[src/rtl/puf_race_evaluator_if.sv]
// Bundles the oscillator-counter control lines and the response handshake of the
// PUF race evaluator. The evaluator uses the master side. The counters and the
// downstream consumer use the slave side.
interface puf_race_evaluator_if #(
    parameter int R  = 8,
    parameter int IW = (R > 1) ? $clog2(R) : 1
);
    // Counter side: mux select, clear/enable, and the sticky finished flags.
    logic [IW-1:0] chal_idx;
    logic          ctr_clr;
    logic          ctr_en;
    logic          fin_a;
    logic          fin_b;

    // Response side: packed decision word plus sticky quality flags.
    logic [R-1:0]  resp;
    logic          resp_valid;
    logic          resp_ready;
    logic          tie_seen;
    logic          timeout_err;

    modport master (
        output chal_idx,
        output ctr_clr,
        output ctr_en,
        input  fin_a,
        input  fin_b,
        output resp,
        output resp_valid,
        input  resp_ready,
        output tie_seen,
        output timeout_err
    );

    modport slave (
        input  chal_idx,
        input  ctr_clr,
        input  ctr_en,
        output fin_a,
        output fin_b,
        input  resp,
        input  resp_valid,
        output resp_ready,
        input  tie_seen,
        input  timeout_err
    );
endinterface

[src/rtl/puf_race_evaluator.sv]
// PUF race evaluator.
// For each challenge index the evaluator does four things:
//   1. It clears both post-mux ring-oscillator counters.
//   2. It lets them race.
//   3. It decides the winner from their finished flags.
//   4. It stores the resulting bit.
// After R bits it offers the packed word over a valid/ready handshake.
// Every output is a flop, so the counter controls never glitch.
module puf_race_evaluator #(
    parameter int N       = 23,
    parameter int R       = 8,
    parameter int TIMEOUT = 33554432
) (
    input  logic                  clk,
    input  logic                  reset,
    input  logic                  start,
    output logic                  busy,
    puf_race_evaluator_if.master  bus
);

    localparam int              IW         = (R > 1) ? $clog2(R) : 1;
    localparam logic [31:0]     TIMER_LAST = 32'(TIMEOUT - 1);
    localparam logic [IW-1:0]   IDX_LAST   = IW'(R - 1);

    // A race needs at least one cycle.
    // A word needs at least two bits for the index to mean anything.
    // The counters need at least two bits.
    if (N < 2 || R < 2 || TIMEOUT < 1) begin : g_bad_param
        $error("puf_race_evaluator: N >= 2, R >= 2 and TIMEOUT >= 1 are required");
    end

    typedef enum logic [2:0] {
        S_IDLE,
        S_CLEAR,
        S_RUN,
        S_CAPTURE,
        S_HOLD
    } state_t;

    state_t        state_q,    state_d;
    logic          clr_cnt_q,  clr_cnt_d;
    logic [31:0]   timer_q,    timer_d;
    logic [IW-1:0] chal_idx_q, chal_idx_d;
    logic [R-1:0]  resp_q,     resp_d;
    logic          bit_q,      bit_d;
    logic          tie_q,      tie_d;
    logic          to_q,       to_d;
    logic          valid_q,    valid_d;
    logic          busy_q,     busy_d;
    logic          ctr_clr_q,  ctr_clr_d;
    logic          ctr_en_q,   ctr_en_d;

    logic          dec_hit;
    logic          dec_bit;
    logic          dec_tie;
    logic          dec_to;

    // Race decision for the current RUN cycle.
    // A finished flag always beats the timeout, even when both land in the last
    // cycle. A simultaneous finish is a tie and is resolved to 0.
    always_comb begin
        dec_hit = 1'b0;
        dec_bit = 1'b0;
        dec_tie = 1'b0;
        dec_to  = 1'b0;
        if (bus.fin_a && !bus.fin_b) begin
            dec_hit = 1'b1;
            dec_bit = 1'b1;
        end else if (bus.fin_b && !bus.fin_a) begin
            dec_hit = 1'b1;
        end else if (bus.fin_a && bus.fin_b) begin
            dec_hit = 1'b1;
            dec_tie = 1'b1;
        end else if (timer_q == TIMER_LAST) begin
            dec_hit = 1'b1;
            dec_to  = 1'b1;
        end
    end

    // Next-state and datapath logic.
    // The output decodes are taken from the next state, so the registered
    // outputs line up with the state they describe.
    always_comb begin
        state_d    = state_q;
        clr_cnt_d  = clr_cnt_q;
        timer_d    = timer_q;
        chal_idx_d = chal_idx_q;
        resp_d     = resp_q;
        bit_d      = bit_q;
        tie_d      = tie_q;
        to_d       = to_q;
        valid_d    = valid_q;

        case (state_q)
            S_IDLE: begin
                if (start) begin
                    state_d    = S_CLEAR;
                    clr_cnt_d  = 1'b0;
                    chal_idx_d = '0;
                    resp_d     = '0;
                    tie_d      = 1'b0;
                    to_d       = 1'b0;
                end
            end

            S_CLEAR: begin
                timer_d = '0;
                if (clr_cnt_q) begin
                    state_d = S_RUN;
                end else begin
                    clr_cnt_d = 1'b1;
                end
            end

            S_RUN: begin
                timer_d = timer_q + 32'd1;
                if (dec_hit) begin
                    state_d = S_CAPTURE;
                    bit_d   = dec_bit;
                    if (dec_tie) begin
                        tie_d = 1'b1;
                    end
                    if (dec_to) begin
                        to_d = 1'b1;
                    end
                end
            end

            S_CAPTURE: begin
                resp_d[chal_idx_q] = bit_q;
                if (chal_idx_q == IDX_LAST) begin
                    state_d = S_HOLD;
                    valid_d = 1'b1;
                end else begin
                    chal_idx_d = chal_idx_q + IW'(1);
                    clr_cnt_d  = 1'b0;
                    state_d    = S_CLEAR;
                end
            end

            S_HOLD: begin
                if (bus.resp_ready) begin
                    state_d = S_IDLE;
                    valid_d = 1'b0;
                end
            end

            default: begin
                state_d = S_IDLE;
                valid_d = 1'b0;
            end
        endcase

        busy_d    = (state_d != S_IDLE);
        ctr_clr_d = (state_d != S_RUN);
        ctr_en_d  = (state_d == S_RUN);
    end

    // State and output registers.
    // Reset drops everything at once, so the counters stay cleared and no
    // partial word escapes.
    always_ff @(posedge clk or negedge reset) begin
        if (!reset) begin
            state_q    <= S_IDLE;
            clr_cnt_q  <= 1'b0;
            timer_q    <= '0;
            chal_idx_q <= '0;
            resp_q     <= '0;
            bit_q      <= 1'b0;
            tie_q      <= 1'b0;
            to_q       <= 1'b0;
            valid_q    <= 1'b0;
            busy_q     <= 1'b0;
            ctr_clr_q  <= 1'b1;
            ctr_en_q   <= 1'b0;
        end else begin
            state_q    <= state_d;
            clr_cnt_q  <= clr_cnt_d;
            timer_q    <= timer_d;
            chal_idx_q <= chal_idx_d;
            resp_q     <= resp_d;
            bit_q      <= bit_d;
            tie_q      <= tie_d;
            to_q       <= to_d;
            valid_q    <= valid_d;
            busy_q     <= busy_d;
            ctr_clr_q  <= ctr_clr_d;
            ctr_en_q   <= ctr_en_d;
        end
    end

    assign busy            = busy_q;
    assign bus.chal_idx    = chal_idx_q;
    assign bus.ctr_clr     = ctr_clr_q;
    assign bus.ctr_en      = ctr_en_q;
    assign bus.resp        = resp_q;
    assign bus.resp_valid  = valid_q;
    assign bus.tie_seen    = tie_q;
    assign bus.timeout_err = to_q;

endmodule

[src/flat_wrapper.sv]
// flat-port wrapper written by rule: the top's interface ports become plain ports
module puf_race_evaluator_flat 
#(
    parameter int N       = 23,
    parameter int R       = 8,
    parameter int TIMEOUT = 33554432
)
  (clk, reset, start, busy, bus_chal_idx, bus_ctr_clr, bus_ctr_en, bus_fin_a, bus_fin_b, bus_resp, bus_resp_valid, bus_resp_ready, bus_tie_seen, bus_timeout_err);
  puf_race_evaluator_if #(.R(R)) bus_i ();
  input  logic clk;
  input  logic reset;
  input  logic start;
  output logic busy;
  output wire logic [$bits(bus_i.chal_idx)-1:0] bus_chal_idx;
  output wire logic [$bits(bus_i.ctr_clr)-1:0] bus_ctr_clr;
  output wire logic [$bits(bus_i.ctr_en)-1:0] bus_ctr_en;
  input wire logic [$bits(bus_i.fin_a)-1:0] bus_fin_a;
  input wire logic [$bits(bus_i.fin_b)-1:0] bus_fin_b;
  output wire logic [$bits(bus_i.resp)-1:0] bus_resp;
  output wire logic [$bits(bus_i.resp_valid)-1:0] bus_resp_valid;
  input wire logic [$bits(bus_i.resp_ready)-1:0] bus_resp_ready;
  output wire logic [$bits(bus_i.tie_seen)-1:0] bus_tie_seen;
  output wire logic [$bits(bus_i.timeout_err)-1:0] bus_timeout_err;
  assign bus_chal_idx = bus_i.chal_idx;
  assign bus_ctr_clr = bus_i.ctr_clr;
  assign bus_ctr_en = bus_i.ctr_en;
  assign bus_i.fin_a = bus_fin_a;
  assign bus_i.fin_b = bus_fin_b;
  assign bus_resp = bus_i.resp;
  assign bus_resp_valid = bus_i.resp_valid;
  assign bus_i.resp_ready = bus_resp_ready;
  assign bus_tie_seen = bus_i.tie_seen;
  assign bus_timeout_err = bus_i.timeout_err;
  puf_race_evaluator #(.N(N), .R(R), .TIMEOUT(TIMEOUT)) u_core (.clk(clk), .reset(reset), .start(start), .busy(busy), .bus(bus_i));
endmodule
[config.mk]
export PLATFORM = sky130hd
export DESIGN_NAME = puf_race_evaluator_flat
export DESIGN_NICKNAME = d
export VERILOG_FILES = /design/src/rtl/puf_race_evaluator_if.sv /design/src/rtl/puf_race_evaluator.sv /design/src/flat_wrapper.sv
export SDC_FILE = /design/constraint.sdc
export NUM_CORES = 1
export LEC_CHECK = 0
export CAP_MARGIN = 20
export CORE_MARGIN = 8
export CORE_UTILIZATION = 45
export DETAILED_ROUTE_END_ITERATION = 12
export GPL_TIMING_DRIVEN = 1
export SLEW_MARGIN = 20
export SYNTH_ARGS = -nofsm -noshare
export SYNTH_HDL_FRONTEND = slang
export SYNTH_SLANG_ARGS = --single-unit
[constraint.sdc]
create_clock -name clk -period 2.3 [get_ports clk]
set_input_delay 0.345 -clock clk [delete_from_list [all_inputs] [get_ports clk]]
set_output_delay 0.345 -clock clk [all_outputs]
set_load 0.005 [all_outputs]
==> results_dict.tcl <==
set metrics [dict create \
    grt_usage 0.146 \
    drv_cap 0 \
    core_area_mm2 0.00631 \
    ant_nets 0 \
    ff_latch_area_mm2 0.00135 \
    critPathMostFrequentCell "nand3_4" \
    cts_buffers 5 \
    clk_latency_ns 0.31 \
    setup_viol 0 \
    fin_nets 358 \
    synth-edff-count 0 \
    cts_sinks 54 \
    synth_top_area_share 0.453 \
    via_count 2531 \
    cts_setup_buffers 0 \
    initial_core_util 0.464 \
    period_share 0.863 \
    power_w 0.00299 \
    outcome "finished clean" \
    cp_slowest_stage_delay_ns 0.49 \
    cts_resized 0 \
    holdBufCountCts 0 \
    antenna_cells 0 \
    dieArea_mm2 0.00934 \
    rsz0062_at_grt "false" \
    drt_iter0_markers 119 \
    yosys_warnings 0 \
    ys.flop_type "dfrtp_1" \
    synth_commonest_cells "o21ai_0, dfrtp_1, nand2_1" \
    grt_pass1_vias 2386 \
    grt_max_degree 55 \
    multi_input_area_mm2 0.00146 \
    syn_inst 326 \
    synth-seq-cells 54 \
    yosys-top-cells-area "dfrtp_1, o21ai_0, nand2_1" \
    fp.dieH_um 96.6 \
    remaining_drc_errors 0 \
    dp_hpwl_um 4750 \
    cp_cell_sequence "ha_1 > nand3_4 > nor3_4 > nand3_4 > or4_1 > nand3_1" \
    clk_pin_slew_ns 0.10 \
    cts_max_path_buffers 2 \
    cp_max_fo 8 \
    syn_avg_cell_area_um2 8.98 \
    irDropWorstVdd_uv 468 \
    end_kind "flip-flop" \
    fillers 583 \
    antenna_found_initial 0 \
    max_freq_mhz 504 \
    cts_tree "yes" \
    slew_viol_final 0 \
    cp-start-kind "flip-flop" \
    syn_area_mm2 0.00293 \
    cts_root_buffer "clkbuf_8" \
    relSlewSlack 0.540 \
    crit_type "reg -> reg" \
    holdWs_ns 0.00278 \
    vias_per_cell 5.93 \
    crit_family "simple AND/OR/NAND/NOR gates" \
    ios 23 \
    gp_congestion 0.775 \
    ys_async_sr_fraction 1.00 \
    drive_gt1_frac 0.100 \
    worstMarginPinSlew_ns 0.691 \
    wl_per_cell_um 16.0 \
    required_ns 2.55 \
    arrival_ns 2.23 \
    synthesis.nets 335 \
    area_growth_pct 14.3 \
    h-tree-depth 2 \
    yosys.cell_types.count 52 \
    p_leak_nw 1.38 \
    synth_seq_area_share 0.462 \
    synth_area_leader_cell "dfrtp_1" \
    powerDensity_mw_per_mm2 895 \
    final.setup_skew_ns 0.00867 \
    grt_pass1_wl_um 11800 \
    min_period_ns 1.99 \
    dr.pass1.iters 4 \
    cp_num_buf_inv 0 \
    fin_tns_setup_ns 0 \
    crit_path_top_delay_cell "or4_1" \
    port-buffer-count 22 \
    hold_path.class "in -> async" \
    r2r_slack_ns 0.31 \
    hold_viol 0 \
    fp.dieW_um 96.6 \
    routed_wl_um 6830 \
    grt.overflow.total 0 \
    yosysMostFrequentCell "o21ai_0" \
    rows 29 \
]
[layout make-up]
cell class	instances	share of cell area
Clock buffer	6	0.0217
Clock inverter	2	0.00449
Inverter	5	0.00561
Multi-Input combinational cell	248	0.438
Sequential cell	54	0.404
Tap cell	77	0.0288
Timing Repair Buffer	35	0.0973
[state kept, by name, indices dropped and copies added (netlist names)]
signal	count
u_core.bit_q	1
u_core.bus.chal_idx	3
u_core.bus.ctr_clr	1
u_core.bus.ctr_en	1
u_core.bus.resp	8
u_core.bus.resp_valid	1
u_core.bus.tie_seen	1
u_core.bus.timeout_err	1
u_core.busy	1
u_core.clr_cnt_q	1
u_core.state_q	3
u_core.timer_q	32
[kinds of logic (layout without fill, tap and decap cells)]
logic type	count (synthesis)	after routing	synth area share
AND/OR/NAND/NOR	132	132	0.250
multiplexers	2	2	0.00684
buffers and inverters	24	48	0.0385
flip-flops	54	54	0.462
XOR/XNOR	1	1	0.00299
AO/OA/AOI/OAI	110	110	0.227
adder cells (fa/ha/maj)	3	3	0.0128
[layout by cell type (no fill, tap or decap), drive strengths merged, types with 3 or more instances in the layout]
cell	Yosys	routed
o21ai	56	56
nand4	13	13
dfrtp	53	53
and3	4	4
nor2	21	21
o31ai	5	5
inv	5	5
buf	4	14
nor4	4	4
or4	3	3
nand2b	4	4
a31oi	13	13
nor3	6	6
nand2	45	45
a22o	4	4
clkdlybuf4s50	0	21
nand3	18	18
o311ai	3	3
a21oi	13	13
and2	5	5
ha	3	3
clkbuf	15	6
a32o	4	4
a211o	3	3
a41oi	3	3
[where the power goes]
| part | switching [W] | internal, W |
|---|---|---|
| sequential | 0.000131 | 0.00109 |
| combinational | 0.000714 | 0.000530 |
| clock | 0.000314 | 0.000215 |
[worst reg2reg max path, delay by kind of cell (launching register included)]
family / cells / cell delay, ns
adder cells (fa/ha/maj): 1 / 0.27
flip-flops: 1 / 0.44
AND/OR/NAND/NOR: 5 / 1.23
[per-stage QoR]
| step | util | instance area, µm² | setup WS (ns) | cells |
|---|---|---|---|---|
| after global routing | 0.530 | 3340 | 0.0864 | 427 |
| final | 0.530 | 3340 | 0.315 | 427 |
| after floorplan | - | 2930 | 0.493 | 326 |
| after global placement | 0.516 | 3260 | 0.346 | 419 |
| after CTS | 0.530 | 3340 | 0.308 | 427 |
| after detailed placement | 0.516 | 3260 | 0.315 | 419 |
[per-layer routing]
layer	vias to the layer above	GRT usage	wire (µm)
li1	1257	-	-
met1	1216	0.190	3240
met2	53	0.232	3240
met3	5	0.0334	269
met4	0	0.0509	82
met5	-	0	0
[path summary, 6_finish.rpt]
check                                          startpoint                        endpoint  cells after the start
hold / removal                                      reset  u_core.bus.resp[4]$_DFFE_PN0P_                      2
setup reg to reg            u_core.timer_q[0]$_DFFE_PN0P_  u_core.timer_q[28]$_DFFE_PN0P_                      6
max in group asynchronous                           reset    u_core.bus.ctr_clr$_DFF_PN1_                      2
setup / recovery            u_core.timer_q[0]$_DFFE_PN0P_  u_core.timer_q[28]$_DFFE_PN0P_                      6
hold reg to reg            u_core.timer_q[31]$_DFFE_PN0P_  u_core.timer_q[31]$_DFFE_PN0P_                      1
min in group clk           u_core.timer_q[31]$_DFFE_PN0P_  u_core.timer_q[31]$_DFFE_PN0P_                      1
Note: power is estimated with default switching activity, not from simulation.
